==> src/rtl/dmem_pkg.sv <==
// Shared constants and types for the DataMemory fill arbiter.
// Build option: FILL_STARVE_GUARD_EN enables the fill starve guard.
package dmem_pkg;

  localparam int unsigned SCREEN_BASE  = 16384;
  localparam int unsigned SCREEN_WORDS = 8192;
  localparam int unsigned KBD_ADR      = 24576;

  localparam int ADR_W_DEF  = 15;
  localparam int DATA_W_DEF = 16;

  typedef logic [ADR_W_DEF-1:0]  adr_t;
  typedef logic [DATA_W_DEF-1:0] data_t;

  typedef enum logic [1:0] {
    IDLE = 2'd0,
    FILL = 2'd1,
    DONE = 2'd2
  } fill_state_t;

  // Keyboard register and everything above it is not backed by RAM.
  function automatic logic is_mapped(input int unsigned adr);
    return adr < KBD_ADR;
  endfunction

endpackage

==> src/rtl/fill_sequencer.sv <==
// Block-fill engine: FSM, address/length counters and stall counter.
// Build option: FILL_STARVE_GUARD_EN lets the stall counter force a fill slot.
//
// state | meaning
// IDLE  | waiting for fill_start, latches base/len/pattern
// FILL  | one word per cycle not taken by the CPU
// DONE  | single-cycle completion pulse, then back to IDLE
module fill_sequencer
  import dmem_pkg::*;
#(
  parameter int          ADR_W     = 15,
  parameter int          DATA_W    = 16,
  parameter int          LEN_W     = 14,
  parameter int unsigned STALL_MAX = 8
) (
  input  logic              clk,
  input  logic              reset,
  input  logic              fill_start,
  input  logic [ADR_W-1:0]  fill_base,
  input  logic [LEN_W-1:0]  fill_len,
  input  logic [DATA_W-1:0] fill_pattern,
  input  logic              cpu_gnt,
  output logic              fill_want,
  output logic [ADR_W-1:0]  fill_adr,
  output logic [DATA_W-1:0] fill_data,
  output logic              fill_wr_ok,
  output logic              fill_force,
  output logic              fill_busy,
  output logic              fill_done
);

  localparam int STALL_W = $clog2(STALL_MAX + 1);

  fill_state_t       state_q, state_d;
  logic [ADR_W-1:0]  cur_adr_q, cur_adr_d;
  logic [LEN_W-1:0]  remain_q, remain_d;
  logic [DATA_W-1:0] pattern_q, pattern_d;
  logic [STALL_W-1:0] stall_q, stall_d;
  logic              busy_q, done_q;
  logic              fill_step;

  assign fill_step = (state_q == FILL) && !cpu_gnt;

  always_comb begin
    state_d   = state_q;
    cur_adr_d = cur_adr_q;
    remain_d  = remain_q;
    pattern_d = pattern_q;
    stall_d   = stall_q;
    case (state_q)
      IDLE: begin
        if (fill_start) begin
          cur_adr_d = fill_base;
          remain_d  = fill_len;
          pattern_d = fill_pattern;
          stall_d   = '0;
          state_d   = (fill_len != '0) ? FILL : DONE;
        end
      end
      FILL: begin
        if (fill_step) begin
          cur_adr_d = cur_adr_q + 1'b1;
          remain_d  = remain_q - 1'b1;
          stall_d   = '0;
          if (remain_q == LEN_W'(1)) state_d = DONE;
        end else if (32'(stall_q) < STALL_MAX) begin
          stall_d = stall_q + 1'b1;
        end
      end
      DONE:    state_d = IDLE;
      default: state_d = IDLE;
    endcase
  end

  always_ff @(posedge clk) begin
    if (reset) begin
      state_q   <= IDLE;
      cur_adr_q <= '0;
      remain_q  <= '0;
      pattern_q <= '0;
      stall_q   <= '0;
      busy_q    <= 1'b0;
      done_q    <= 1'b0;
    end else begin
      state_q   <= state_d;
      cur_adr_q <= cur_adr_d;
      remain_q  <= remain_d;
      pattern_q <= pattern_d;
      stall_q   <= stall_d;
      busy_q    <= (state_d == FILL);
      done_q    <= (state_d == DONE);
    end
  end

`ifdef FILL_STARVE_GUARD_EN
  // After STALL_MAX consecutive stalls the next FILL cycle belongs to the engine.
  assign fill_force = (state_q == FILL) && (32'(stall_q) >= STALL_MAX);
`else
  assign fill_force = 1'b0;
`endif

  assign fill_want  = (state_q == FILL);
  assign fill_adr   = cur_adr_q;
  assign fill_data  = pattern_q;
  assign fill_wr_ok = is_mapped(32'(cur_adr_q));
  assign fill_busy  = busy_q;
  assign fill_done  = done_q;

endmodule

==> src/rtl/dmem_fill_arbiter.sv <==
// Shares the single DataMemory port between the CPU (priority) and the fill engine.
// Build option: FILL_STARVE_GUARD_EN bounds how long the CPU can stall a fill.
module dmem_fill_arbiter
  import dmem_pkg::*;
#(
  parameter int          ADR_W     = 15,
  parameter int          DATA_W    = 16,
  parameter int          LEN_W     = 14,
  parameter int unsigned STALL_MAX = 8
) (
  input  logic              clk,
  input  logic              reset,
  input  logic              cpu_req,
  input  logic              cpu_we,
  input  logic [ADR_W-1:0]  cpu_adr,
  input  logic [DATA_W-1:0] cpu_din,
  output logic [DATA_W-1:0] cpu_dout,
  output logic              cpu_gnt,
  input  logic              fill_start,
  input  logic [ADR_W-1:0]  fill_base,
  input  logic [LEN_W-1:0]  fill_len,
  input  logic [DATA_W-1:0] fill_pattern,
  output logic              fill_busy,
  output logic              fill_done,
  output logic              mem_load,
  output logic [ADR_W-1:0]  mem_adr,
  output logic [DATA_W-1:0] mem_din,
  input  logic [DATA_W-1:0] mem_dout
);

  logic              fill_want;
  logic              fill_wr_ok;
  logic              fill_force;
  logic [ADR_W-1:0]  fill_adr;
  logic [DATA_W-1:0] fill_data;

  fill_sequencer #(
    .ADR_W     (ADR_W),
    .DATA_W    (DATA_W),
    .LEN_W     (LEN_W),
    .STALL_MAX (STALL_MAX)
  ) u_seq (
    .clk          (clk),
    .reset        (reset),
    .fill_start   (fill_start),
    .fill_base    (fill_base),
    .fill_len     (fill_len),
    .fill_pattern (fill_pattern),
    .cpu_gnt      (cpu_gnt),
    .fill_want    (fill_want),
    .fill_adr     (fill_adr),
    .fill_data    (fill_data),
    .fill_wr_ok   (fill_wr_ok),
    .fill_force   (fill_force),
    .fill_busy    (fill_busy),
    .fill_done    (fill_done)
  );

  assign cpu_gnt  = cpu_req && !fill_force;
  assign cpu_dout = mem_dout;

  // Idle port parks on the fill address with zero data.
  always_comb begin
    mem_load = 1'b0;
    mem_adr  = fill_adr;
    mem_din  = '0;
    if (cpu_gnt) begin
      mem_load = cpu_we;
      mem_adr  = cpu_adr;
      mem_din  = cpu_din;
    end else if (fill_want) begin
      mem_load = fill_wr_ok;
      mem_adr  = fill_adr;
      mem_din  = fill_data;
    end
    if (reset) mem_load = 1'b0;
  end

endmodule

==> config.mk <==
export PLATFORM = sky130hd
export DESIGN_NAME = dmem_fill_arbiter
export DESIGN_NICKNAME = d
export VERILOG_FILES = /design/src/rtl/dmem_pkg.sv /design/src/rtl/fill_sequencer.sv /design/src/rtl/dmem_fill_arbiter.sv
export SDC_FILE = /design/constraint.sdc
export NUM_CORES = 1
export LEC_CHECK = 0
export ABC_CLOCK_PERIOD_IN_PS = 2200
export CAP_MARGIN = 0
export CORE_ASPECT_RATIO = 2
export CORE_MARGIN = 2
export CORE_UTILIZATION = 42
export CTS_CLUSTER_SIZE = 16
export DETAILED_ROUTE_END_ITERATION = 10
export PLACE_DENSITY_LB_ADDON = 0.2
export SYNTH_ARGS = -nofsm -noshare
export SYNTH_HDL_FRONTEND = slang
export SYNTH_SLANG_ARGS = --single-unit
==> constraint.sdc <==
create_clock -name clk -period 2.2 [get_ports clk]
set_input_delay 0.55 -clock clk [delete_from_list [all_inputs] [get_ports clk]]
set_output_delay 0.55 -clock clk [all_outputs]
set_load 0.05 [all_outputs]
Word-level counts from Yosys, hierarchy flattened
Index checks and enable logic that the tools add are counted.
{"block": "word_totals", "wordCells": 39, "mem_bits_ro": 0, "in_bits": 97, "n_memories": 0, "mem_bits_rw": 0, "regBits": 49, "latch_bits": 0, "output_inout_bits": 51}
{"block": "classes", "n_addsub": 2, "n_reduce_logical": 7, "bitwise": 0, "div": 0, "shifts": 0, "mux": 17, "eq_ne": 6, "n_lt_le_gt_ge": 1, "n_mul": 0}
{"cell": "$mux 15", "count": 3}
{"cell": "$mux 16", "count": 2}
{"cell": "$pmux 15 s2", "count": 1}
{"cell": "$mux 14", "count": 2}
{"cell": "$pmux 14 s2", "count": 1}
{"cell": "$add 15x1->15 const B", "count": 1}
{"cell": "$lt 15x15->1 const B", "count": 1}
{"cell": "$eq 14x1->1 const B", "count": 1}
{"cell": "$reduce_bool 14->1", "count": 1}
{"cell": "$sub 14x1->14 const B", "count": 1}
{"cell": "$mux 2", "count": 4}
{"cell": "$eq 2x1->1 const B", "count": 2}
{"cell": "$pmux 2 s2", "count": 1}
{"cell": "$mux 1", "count": 3}
{"cell": "$reduce_and 3->1", "count": 1}
{"cell": "$eq 2x2->1 const B", "count": 1}
{"cell": "$logic_not 2->1", "count": 1}
{"cell": "$ne 2x1->1 const B", "count": 1}
{"cell": "$ne 2x2->1 const B", "count": 1}
{"cell": "$reduce_and 2->1", "count": 1}
{"cell": "$reduce_bool 2->1", "count": 1}
{"cell": "$logic_and 1x1->1", "count": 1}
{"cell": "$logic_not 1->1", "count": 1}

Logic depth before layout (Yosys ltp)
Gate-level depths: netlist (run 1).
{"block": "logic_depth", "word_depth": 5, "depth_mapped": 8, "depth_no_buf": 6}

Hierarchy
A second synthesis (run 1) with hierarchy kept.
{"block": "hier_totals", "cells_unflattened": 473, "area_unflattened_um2": 3348.2}
{"module": "fill_sequencer", "instances": 1, "cells_each": 350, "area_each_um2": 2686.3, "seq_area_each_um2": 980.9}
{"module": "dmem_fill_arbiter", "instances": 1, "cells_each": 123, "area_each_um2": 661.9, "seq_area_each_um2": 0.0}

Worst setup path before layout (run 1)
OpenSTA, ideal clock, no wires.
{"block": "synth_path", "path_kind": "input to output", "startpoint": "input port cpu_req", "endpoint": "output port mem_adr[12]", "path_buffers": 3, "cell_stages": 4, "slack_ns": -0.569, "t_arrival_ns": 2.219, "path_cell_list": "clkbuf_1 clkbuf_1 clkbuf_1 o21ai_0"}
{"block": "synth_between", "elab_chain_cells": 1}
{"element": "from (decl)", "line": "dmem_fill_arbiter.sv:13", "rtl": "input logic cpu_req,"}
{"element": "$mux 15", "line": "dmem_fill_arbiter.sv:67", "rtl": "if (cpu_gnt) begin"}
{"element": "to (decl)", "line": "dmem_fill_arbiter.sv:26", "rtl": "output logic [ADR_W-1:0] mem_adr,"}
No other way between the ends.

Worst setup path in the final report (run 1)
{"block": "layout_path", "startpoint": "input port cpu_req", "endpoint": "output port mem_adr[0]"}
Same word-level chain as after synthesis.

==> results of run 1 <==
## critical path: stages
cell    delay, ps
buf_2         200
buf_12        220
mux2_2        360
buf_4         190
## Yosys cell counts, drive strengths merged, types with 4 or more instances
| cell | instances | area share |
|---|---|---|
| inv | 8 | 0.0096 |
| and2 | 7 | 0.014 |
| nand4 | 6 | 0.012 |
| nand3 | 7 | 0.011 |
| clkbuf | 23 | 0.028 |
| dfxtp | 49 | 0.31 |
| or4 | 4 | 0.011 |
| nor4 | 12 | 0.024 |
| buf | 25 | 0.053 |
| nor2 | 23 | 0.028 |
| mux2 | 12 | 0.043 |
| nor2b | 8 | 0.016 |
| nand2 | 53 | 0.064 |
| or3 | 4 | 0.0080 |
| a31oi | 4 | 0.0080 |
| o21ai | 22 | 0.035 |
| o31ai | 4 | 0.0096 |
| a221oi | 4 | 0.011 |
| a21oi | 38 | 0.061 |
| nor3b | 6 | 0.014 |
| nor3 | 12 | 0.022 |
| a22o | 17 | 0.048 |
## cells in the final DEF, fill, tap and decap left out, types with 4 or more instances in the layout
| cell type | instances |
|---|---|
| clkdlybuf4s50_1 | 80 |
| clkbuf_16 | 5 |
| a22o_2 | 10 |
| a22o_1 | 7 |
| dfxtp_1 | 47 |
| nor2_1 | 22 |
| buf_4 | 35 |
| o21ai_0 | 17 |
| nor3b_1 | 5 |
| mux2_2 | 12 |
| nor3_1 | 10 |
| nand4_1 | 6 |
| nor4_1 | 12 |
| o21ai_2 | 4 |
| nand2_1 | 53 |
| a21oi_1 | 38 |
| nand3_1 | 7 |
| and2_1 | 4 |
| buf_12 | 25 |
| or3_1 | 4 |
| a221oi_1 | 4 |
| o31ai_1 | 4 |
| a31oi_1 | 4 |
| inv_1 | 8 |
| nor2b_1 | 8 |
## repair_timing
item | CTS | global route
buffers inserted | 0 | 0
setup endpoints to repair | 0 | 16
resized for setup | 0 | 3
## report_power, final
part	total (mW)	switching (mW)	internal, mW	leakage (nW)
Clock	0.756	0.338	0.418	0.0706
Combinational	1.17	0.612	0.554	1.31
Sequential	1.08	0.101	0.977	0.404
## metal layers
metal,up-vias,wire [um],global-route usage
li1,1679,-,-
met1,1573,3410,0.251
met2,151,5560,0.465
met3,40,580,0.0348
met4,0,420,0.128
met5,-,0,0
## flip-flops by register name, summed over array words and instances, names as in the netlist
signal,count
u_seq.state_q,2
u_seq.remain_q,14
u_seq.fill_busy,1
u_seq.fill_done,1
u_seq.fill_data,16
u_seq.fill_adr,15
## layout make-up
class,instances,area share
clock inverter,2,0.00211
multi-input combinational,297,0.401
inverter,8,0.00633
tap,92,0.0243
sequential,49,0.207
timing repair buffer,142,0.332
clock buffer,6,0.0272
## per-stage QoR
| stage | worst slack, ps | util | hold WS (ps) | cell area [sq um] | TNS, ps |
|---|---|---|---|---|---|
| 2_1_floorplan | -67.1 | - | 436 | 3160 | -671 |
| 3_3_place_gp | 18.9 | 0.637 | 442 | 4600 | 0 |
| 3_5_place_dp | -26.4 | 0.637 | 446 | 4600 | -51.8 |
| 4_1_cts | 43.7 | 0.656 | 455 | 4730 | 0 |
| 5_1_grt | 83.8 | 0.658 | 467 | 4740 | 0 |
| 6_report | 120 | 0.658 | 454 | 4740 | 0 |
## path summary, 6_finish.rpt
path / endpoint / startpoint / cells after the start
hold / removal: u_seq.fill_data[5] / u_seq.fill_data[5] / 2
setup reg to reg: u_seq.remain_q[6] / u_seq.remain_q[0] / 6
hold reg to reg: u_seq.fill_data[5] / u_seq.fill_data[5] / 2
setup / recovery: mem_adr[0] / cpu_req / 4
## logic make-up (layout without fill, tap and decap cells)
family	Yosys count	in the layout
and+or+nand+nor	156	156
AOI/OAI and AO/OA	124	124
buffers and inverters	56	158
DFF	49	49
muxes	13	13
adders and majority gates	3	3
xor gates and xnor gates	1	1
==> reports/summary.txt, run 1 <==
RUN STATUS
-----------------------------------------------------------------------------------------------------------------
Run status                                                                                           finished, final reports clean

CLOCK NETWORK
-----------------------------------------------------------------------------------------------------------------
Maximum level of the CTS H-tree                                                                                 2
CTS Hold Buffers Added                                                                                          0
Root buf cell                                                                                           clkbuf_16
Clock slew at the register clock pins of the worst setup and hold paths                                     60 ps
Num CTS Buffers                                                                                                 5
CTS tree                                                                                                      yes
Buffer levels on the longest clock path                                                                         2
Later-pin clock latency in the skew report                                                                 300 ps
CTS sink count                                                                                                 49

FLOORPLANNING
-----------------------------------------------------------------------------------------------------------------
DIE AREA                                                                                             0.00817 sq mm
Initial core utilization                                                                                    0.433
Count of pins on the block boundary                                                                           148
Die Span Y                                                                                                 126 um
Standard-cell rows                                                                                             44
Overall die width                                                                                         64.9 um
Placeable core area                                                                                  0.00721 sq mm

SYNTHESIS
-----------------------------------------------------------------------------------------------------------------
Arithmetic-cell share of the synthesized area counting full adders, half adders and majority gates         0.0120
Share of the synthesized netlist area taken by xor and xnor gates                                         0.00281
Number of flops mapped to enable cells by yosys                                                                 0
Syn avg cell area                                                                                      7.76 sq um
Cell area after synthesis                                                                            0.00312 sq mm
Number of instances in the synthesized netlist                                                                402
Simple-Gate Fraction of Synth Area                                                                          0.262
Ys async rst share                                                                                              0
Total of flip-flops plus latches after synthesis                                                               49
Syn. warnings                                                                                                   0
Distinct cell type count after synthesis                                                                       61
Post-synthesis net count                                                                                      502
Mux cell area share after synthesis                                                                        0.0465
Most used flip-flop cell after synthesis                                                                  dfxtp_1
Share of the yosys chip area belonging to registers                                                         0.314
Synth Area in Compound Gates                                                                                0.271
Combinational family with the most area after synthesis                                              compound AO/OA/AOI/OAI gates

CRITICAL PATH
-----------------------------------------------------------------------------------------------------------------
Critical setup path kind                                                                             primary input to output pin
Req. time, crit path                                                                                      1650 ps
Crit path DAT                                                                                             1530 ps
Kind of end point of the critical path                                                                 output pin
Critical Path Start Type                                                                             primary input
Maximum fanout count along the critical path                                                                   28
Reg2Reg Setup Slack                                                                                        300 ps

TIMING
-----------------------------------------------------------------------------------------------------------------
Worst slew margin relative to its limit                                                                     0.671
Transition time at the pin with the least slew margin                                                      492 ps
Unrepaired setup endpoints after global routing                                                                no
Number of failing hold endpoints at the final stage                                                             0
Fmax                                                                                                      481 MHz
Final number of setup-violating endpoints                                                                       0
Total count of max-transition violations in the final report                                                    0
Minimum period implied by the final worst setup slack                                                     2080 ps
Final period utilization                                                                                    0.945
Max Clock Skew                                                                                            5.70 ps

POWER AND IR DROP
-----------------------------------------------------------------------------------------------------------------
Pwr/cell area                                                                                         633 mW/mm^2
Worst-case vdd ir drop                                                                                   0.441 mV
Total chip power                                                                                          3.00 mW
Leakage power figure                                                                                      1.79 nW

ROUTE
-----------------------------------------------------------------------------------------------------------------
First-pass detailed-route iteration total                                                                       4
Number of DRC violations after detailed-routing iteration 0                                                   165
DRT antenna net count                                                                                           0
Residual DRC count                                                                                              0
Routed via count divided by cell count                                                                       5.78
Mean routed wirelength per cell                                                                           16.7 um
Via count                                                                                                    3443
Final Routed Wirelength                                                                                   9980 um

HOLD PATH
-----------------------------------------------------------------------------------------------------------------
Hold crit path type                                                                                  flop to flop

CELLS AND AREA
-----------------------------------------------------------------------------------------------------------------
Number of non-filler instances in the completed layout                                                        596
Register area                                                                                           983 sq um
Total area of multi-input combinational cells                                                        0.00190 sq mm
Number of inserted filler cells in the final layout                                                           596
Final antenna diode count                                                                                       0
Layout overhead on the synthesized area                                                                     52.1%
Layout cell share with drive strength beyond 1                                                              0.208
Number of nets in the finished design                                                                         603

PLACE
-----------------------------------------------------------------------------------------------------------------
Number of port buffers                                                                                        115
Placer Congestion                                                                                           0.885
Placed wire-length estimate                                                                               7760 um
Placed Cells incl. Taps                                                                                       588

JOB
-----------------------------------------------------------------------------------------------------------------
Max-capacitance violation count                                                                                 0

GLOBAL ROUTE
-----------------------------------------------------------------------------------------------------------------
Number of global-route vias before repair                                                                    3444
Antenna violations before repair                                                                                0
Global-route wire length before repair                                                                   16000 um
Pin count of the biggest net entering global routing                                                           33
All-Layer GR Usage                                                                                          0.246
Gr ovfl total                                                                                                   0

Power figures use the tool's default switching activity.
==> run 2: changes to the inputs <==
--- a/config.mk
+++ b/config.mk
@@ -5,6 +5,7 @@
 export SDC_FILE = /design/constraint.sdc
 export NUM_CORES = 1
 export LEC_CHECK = 0
+export ABC_AREA = 1
 export ABC_CLOCK_PERIOD_IN_PS = 2200
 export CAP_MARGIN = 0
 export CORE_ASPECT_RATIO = 2
==> run 2 against run 1 <==
Effect of this change:
- sequential share of layout area down 0.60 points
- maximum frequency up 0.54%
- synthesized area up 5.3%
- clock-buffer cell count up 1
- utilization down 1.7 points
- die area up 5.0%
- non-clock buffer count down 16
- total power up 2.4%
- largest cell class unchanged
==> reports/summary.txt, run 2 <==
SYNTHESIS
--------------------------------------------------------------------------------------
Cell with the most instances after synthesis                                   nand2_1
Number of instances in the synthesized netlist                                     500
Share of the yosys chip area belonging to registers                              0.299
Synth area leader                                                              dfxtp_1
Syn avg cell area                                                           6.57 sq um
Most instantiated cells after synthesis                                   nand2_1 (100), nor2_1 (74), o21ai_0 (53)
Most used flip-flop cell after synthesis                                       dfxtp_1
Cell area after synthesis                                                 0.00328 sq mm
Post-synthesis net count                                                           600
Post-synth top area share                                                        0.299
Syn. warnings                                                                        0
Ys async rst share                                                                   0
Number of flops mapped to enable cells by yosys                                      0
Distinct cell type count after synthesis                                            32
Total of flip-flops plus latches after synthesis                                    49
Largest cells by area after synthesis                                     dfxtp_1 (30%), nand2_1 (11%), nor2_1 (8.5%)

FLOORPLANNING
--------------------------------------------------------------------------------------
Die Span Y                                                                      129 um
Initial core utilization                                                         0.432
DIE AREA                                                                  0.00858 sq mm
Standard-cell rows                                                                  45
Count of pins on the block boundary                                                148
Placeable core area                                                       0.00760 sq mm
Overall die width                                                              66.5 um

CELLS AND AREA
--------------------------------------------------------------------------------------
Total area of multi-input combinational cells                             0.00188 sq mm
Final instance area                                                       0.00487 sq mm
Final antenna diode count                                                            0
Layout cell share with drive strength beyond 1                                   0.148
Register area                                                                981 sq um
Layout overhead on the synthesized area                                          48.4%
Number of nets in the finished design                                              692
Most used cells in the layout excluding fill and tap cells                nand2_1 (100), clkdlybuf4s50_1 (81), nor2_1 (74)
Final core utilization                                                           0.641
Max FFs per register                                                                16
Number of inserted filler cells in the final layout                                668
Number of non-filler instances in the completed layout                             687
Leading cell type in the layout, fill and taps excluded                        nand2_1

CRITICAL PATH
--------------------------------------------------------------------------------------
Crit-path leading delay family                                            buffers and inverters
Kind of end point of the critical path                                      output pin
Maximum fanout count along the critical path                                        12
Critical Path Most Common Cell                                                  buf_12
Max stage delay on crit path                                                    310 ps
Critical Path Start Type                                                          flop
Critical setup path kind                                                  flop to output pin
Cell with the biggest individual delay on the critical path                    dfxtp_1
Cells along the critical path                                             inv_2, nand2_4, nor2_8, buf_12, a22o_1, buf_12
Req. time, crit path                                                           1650 ps
Crit path DAT                                                                  1520 ps
Crit path buffers/inverters                                                          3

CLOCK NETWORK
--------------------------------------------------------------------------------------
Post_cts resized                                                                     0
Buffer levels on the longest clock path                                              2
Num CTS Buffers                                                                      5
CTS Hold Buffers Added                                                               0
Number of buffers added for setup after CTS                                          0
Root buf cell                                                                clkbuf_16
CTS tree                                                                           yes
Maximum level of the CTS H-tree                                                      2
Later-pin clock latency in the skew report                                      290 ps
Clock slew at the register clock pins of the worst setup and hold paths          60 ps
CTS sink count                                                                      49

TIMING
--------------------------------------------------------------------------------------
Total count of max-transition violations in the final report                         0
Unrepaired setup endpoints after global routing                                     no
Fin worst setup slack                                                           131 ps
Worst slew margin relative to its limit                                          0.569
Minimum period implied by the final worst setup slack                          2070 ps
Final number of setup-violating endpoints                                            0
Max Clock Skew                                                                 3.56 ps
Number of failing hold endpoints at the final stage                                  0
Worst hold slack across all endpoints                                           483 ps
Fmax                                                                           483 MHz
Transition time at the pin with the least slew margin                           646 ps
Final period utilization                                                         0.940

ROUTE
--------------------------------------------------------------------------------------
Via count                                                                         3645
Routed via count divided by cell count                                            5.31
First-pass detailed-route iteration total                                            8
Detail Route met2 WL                                                           5470 um
Routed metal-1 wire length                                                     3470 um
Highest metal layer used by the detailed router                                   met4
Final Routed Wirelength                                                        9880 um
Number of DRC violations after detailed-routing iteration 0                        148
DRT antenna net count                                                                0
Mean routed wirelength per cell                                                14.4 um
Residual DRC count                                                                   0
Metal3 WL                                                                       591 um

PLACE
--------------------------------------------------------------------------------------
Post-placement cell area                                                  0.00470 sq mm
Placed wire-length estimate                                                    7630 um
Number of port buffers                                                             115
Setup WS pre-CTS                                                                187 ps
Placed Cells incl. Taps                                                            679
Placer Congestion                                                                0.918

GLOBAL ROUTE
--------------------------------------------------------------------------------------
Antenna violations before repair                                                     0
All-Layer GR Usage                                                               0.239
Gr ovfl total                                                                        0
Number of global-route vias before repair                                         3626
Global-route wire length before repair                                        16200 um
Pin count of the biggest net entering global routing                                41

JOB
--------------------------------------------------------------------------------------
Max-capacitance violation count                                                      0

HOLD PATH
--------------------------------------------------------------------------------------
Hold crit path type                                                       flop to flop

POWER AND IR DROP
--------------------------------------------------------------------------------------
Worst-case vdd ir drop                                                        0.556 mV
Pwr/cell area                                                              631 mW/mm^2
Leakage power figure                                                           1.98 nW

RUN STATUS
--------------------------------------------------------------------------------------
Run status                                                                finished, final reports clean

[run 2: changes by cell type in the layout (fill, tap and decap cells not counted), moves of 10 or more]
cell / before / now
a21oi_2: 0 / 10
a22o_2: 10 / 0
buf_4: 35 / 11
inv_1: 8 / 39
mux2_2: 12 / 0
nand2_1: 53 / 100
nand3_1: 7 / 31
nor2_1: 22 / 74
nor2_2: 0 / 10
nor4_1: 12 / 0
o21ai_0: 17 / 46
[run 2: cell type report]
type	count	share of cell area
multi-input combinational	367	0.386
timing repair buffer	126	0.320
sequential	49	0.201
inverter	43	0.0336
clock buffer	7	0.0293
tap	94	0.0241
clock inverter	1	0.00616
[run 2: layer usage]
| layer | GRT usage | vias up |
|---|---|---|
| li1 | - | 1813 |
| met2 | 0.452 | 155 |
| met1 | 0.240 | 1647 |
| met3 | 0.0503 | 30 |
| met5 | 0 | - |
| met4 | 0.112 | 0 |
[run 2: power breakdown]
group / leakage [nW] / internal (mW) / switching [mW]
registers: 0.405 / 0.973 / 0.0860
logic: 1.49 / 0.500 / 0.616
clock network: 0.0841 / 0.568 / 0.331
total: 1.98 / 2.04 / 1.03
[run 2: worst min-delay path: cells and delay by family, from the launching register on]
kind             cells  cell delay (ps)
AND/OR/NAND/NOR      2              130
flip-flops           1              320
[run 2: kinds of logic (layout without fill, tap and decap cells)]
kind of cell    Yosys count  in the layout  synth area share
buf+inv                  84            177             0.130
fa+ha+maj                 3              3            0.0114
simple gates            236            236             0.320
xor+xnor                  5              5            0.0133
flops                    49             49             0.299
compound gates          123            123             0.227
[run 2: through the flow]
step,power (mW),setup TNS (ps)
2_1_floorplan,1.79,-1750
6_report,3.07,0
4_1_cts,3.09,0
3_3_place_gp,2.17,0
5_1_grt,3.23,0
3_5_place_dp,2.19,0
[run 2: path summary, 6_finish.rpt]
path / cells past startpoint / end / slack (ps) / startpoint
setup reg to reg: 5 / u_seq.fill_adr[7] / 570 / u_seq.state_q[1]
hold / removal: 2 / u_seq.fill_data[14] / 480 / u_seq.fill_data[14]
hold reg to reg: 2 / u_seq.fill_data[14] / 480 / u_seq.fill_data[14]
setup / recovery: 6 / mem_din[2] / 130 / u_seq.state_q[1]
==> run 3: changes to the inputs <==
--- a/config.mk
+++ b/config.mk
@@ -7,12 +7,12 @@
 export LEC_CHECK = 0
 export ABC_AREA = 1
 export ABC_CLOCK_PERIOD_IN_PS = 2200
-export CAP_MARGIN = 0
 export CORE_ASPECT_RATIO = 2
 export CORE_MARGIN = 2
 export CORE_UTILIZATION = 42
 export CTS_CLUSTER_SIZE = 16
 export DETAILED_ROUTE_END_ITERATION = 10
+export HOLD_SLACK_MARGIN = 0.05
 export PLACE_DENSITY_LB_ADDON = 0.2
 export SYNTH_ARGS = -nofsm -noshare
 export SYNTH_HDL_FRONTEND = slang
==> results of run 3 <==
Same layout as run 2: the final DEF is identical, and so are final timing and power.
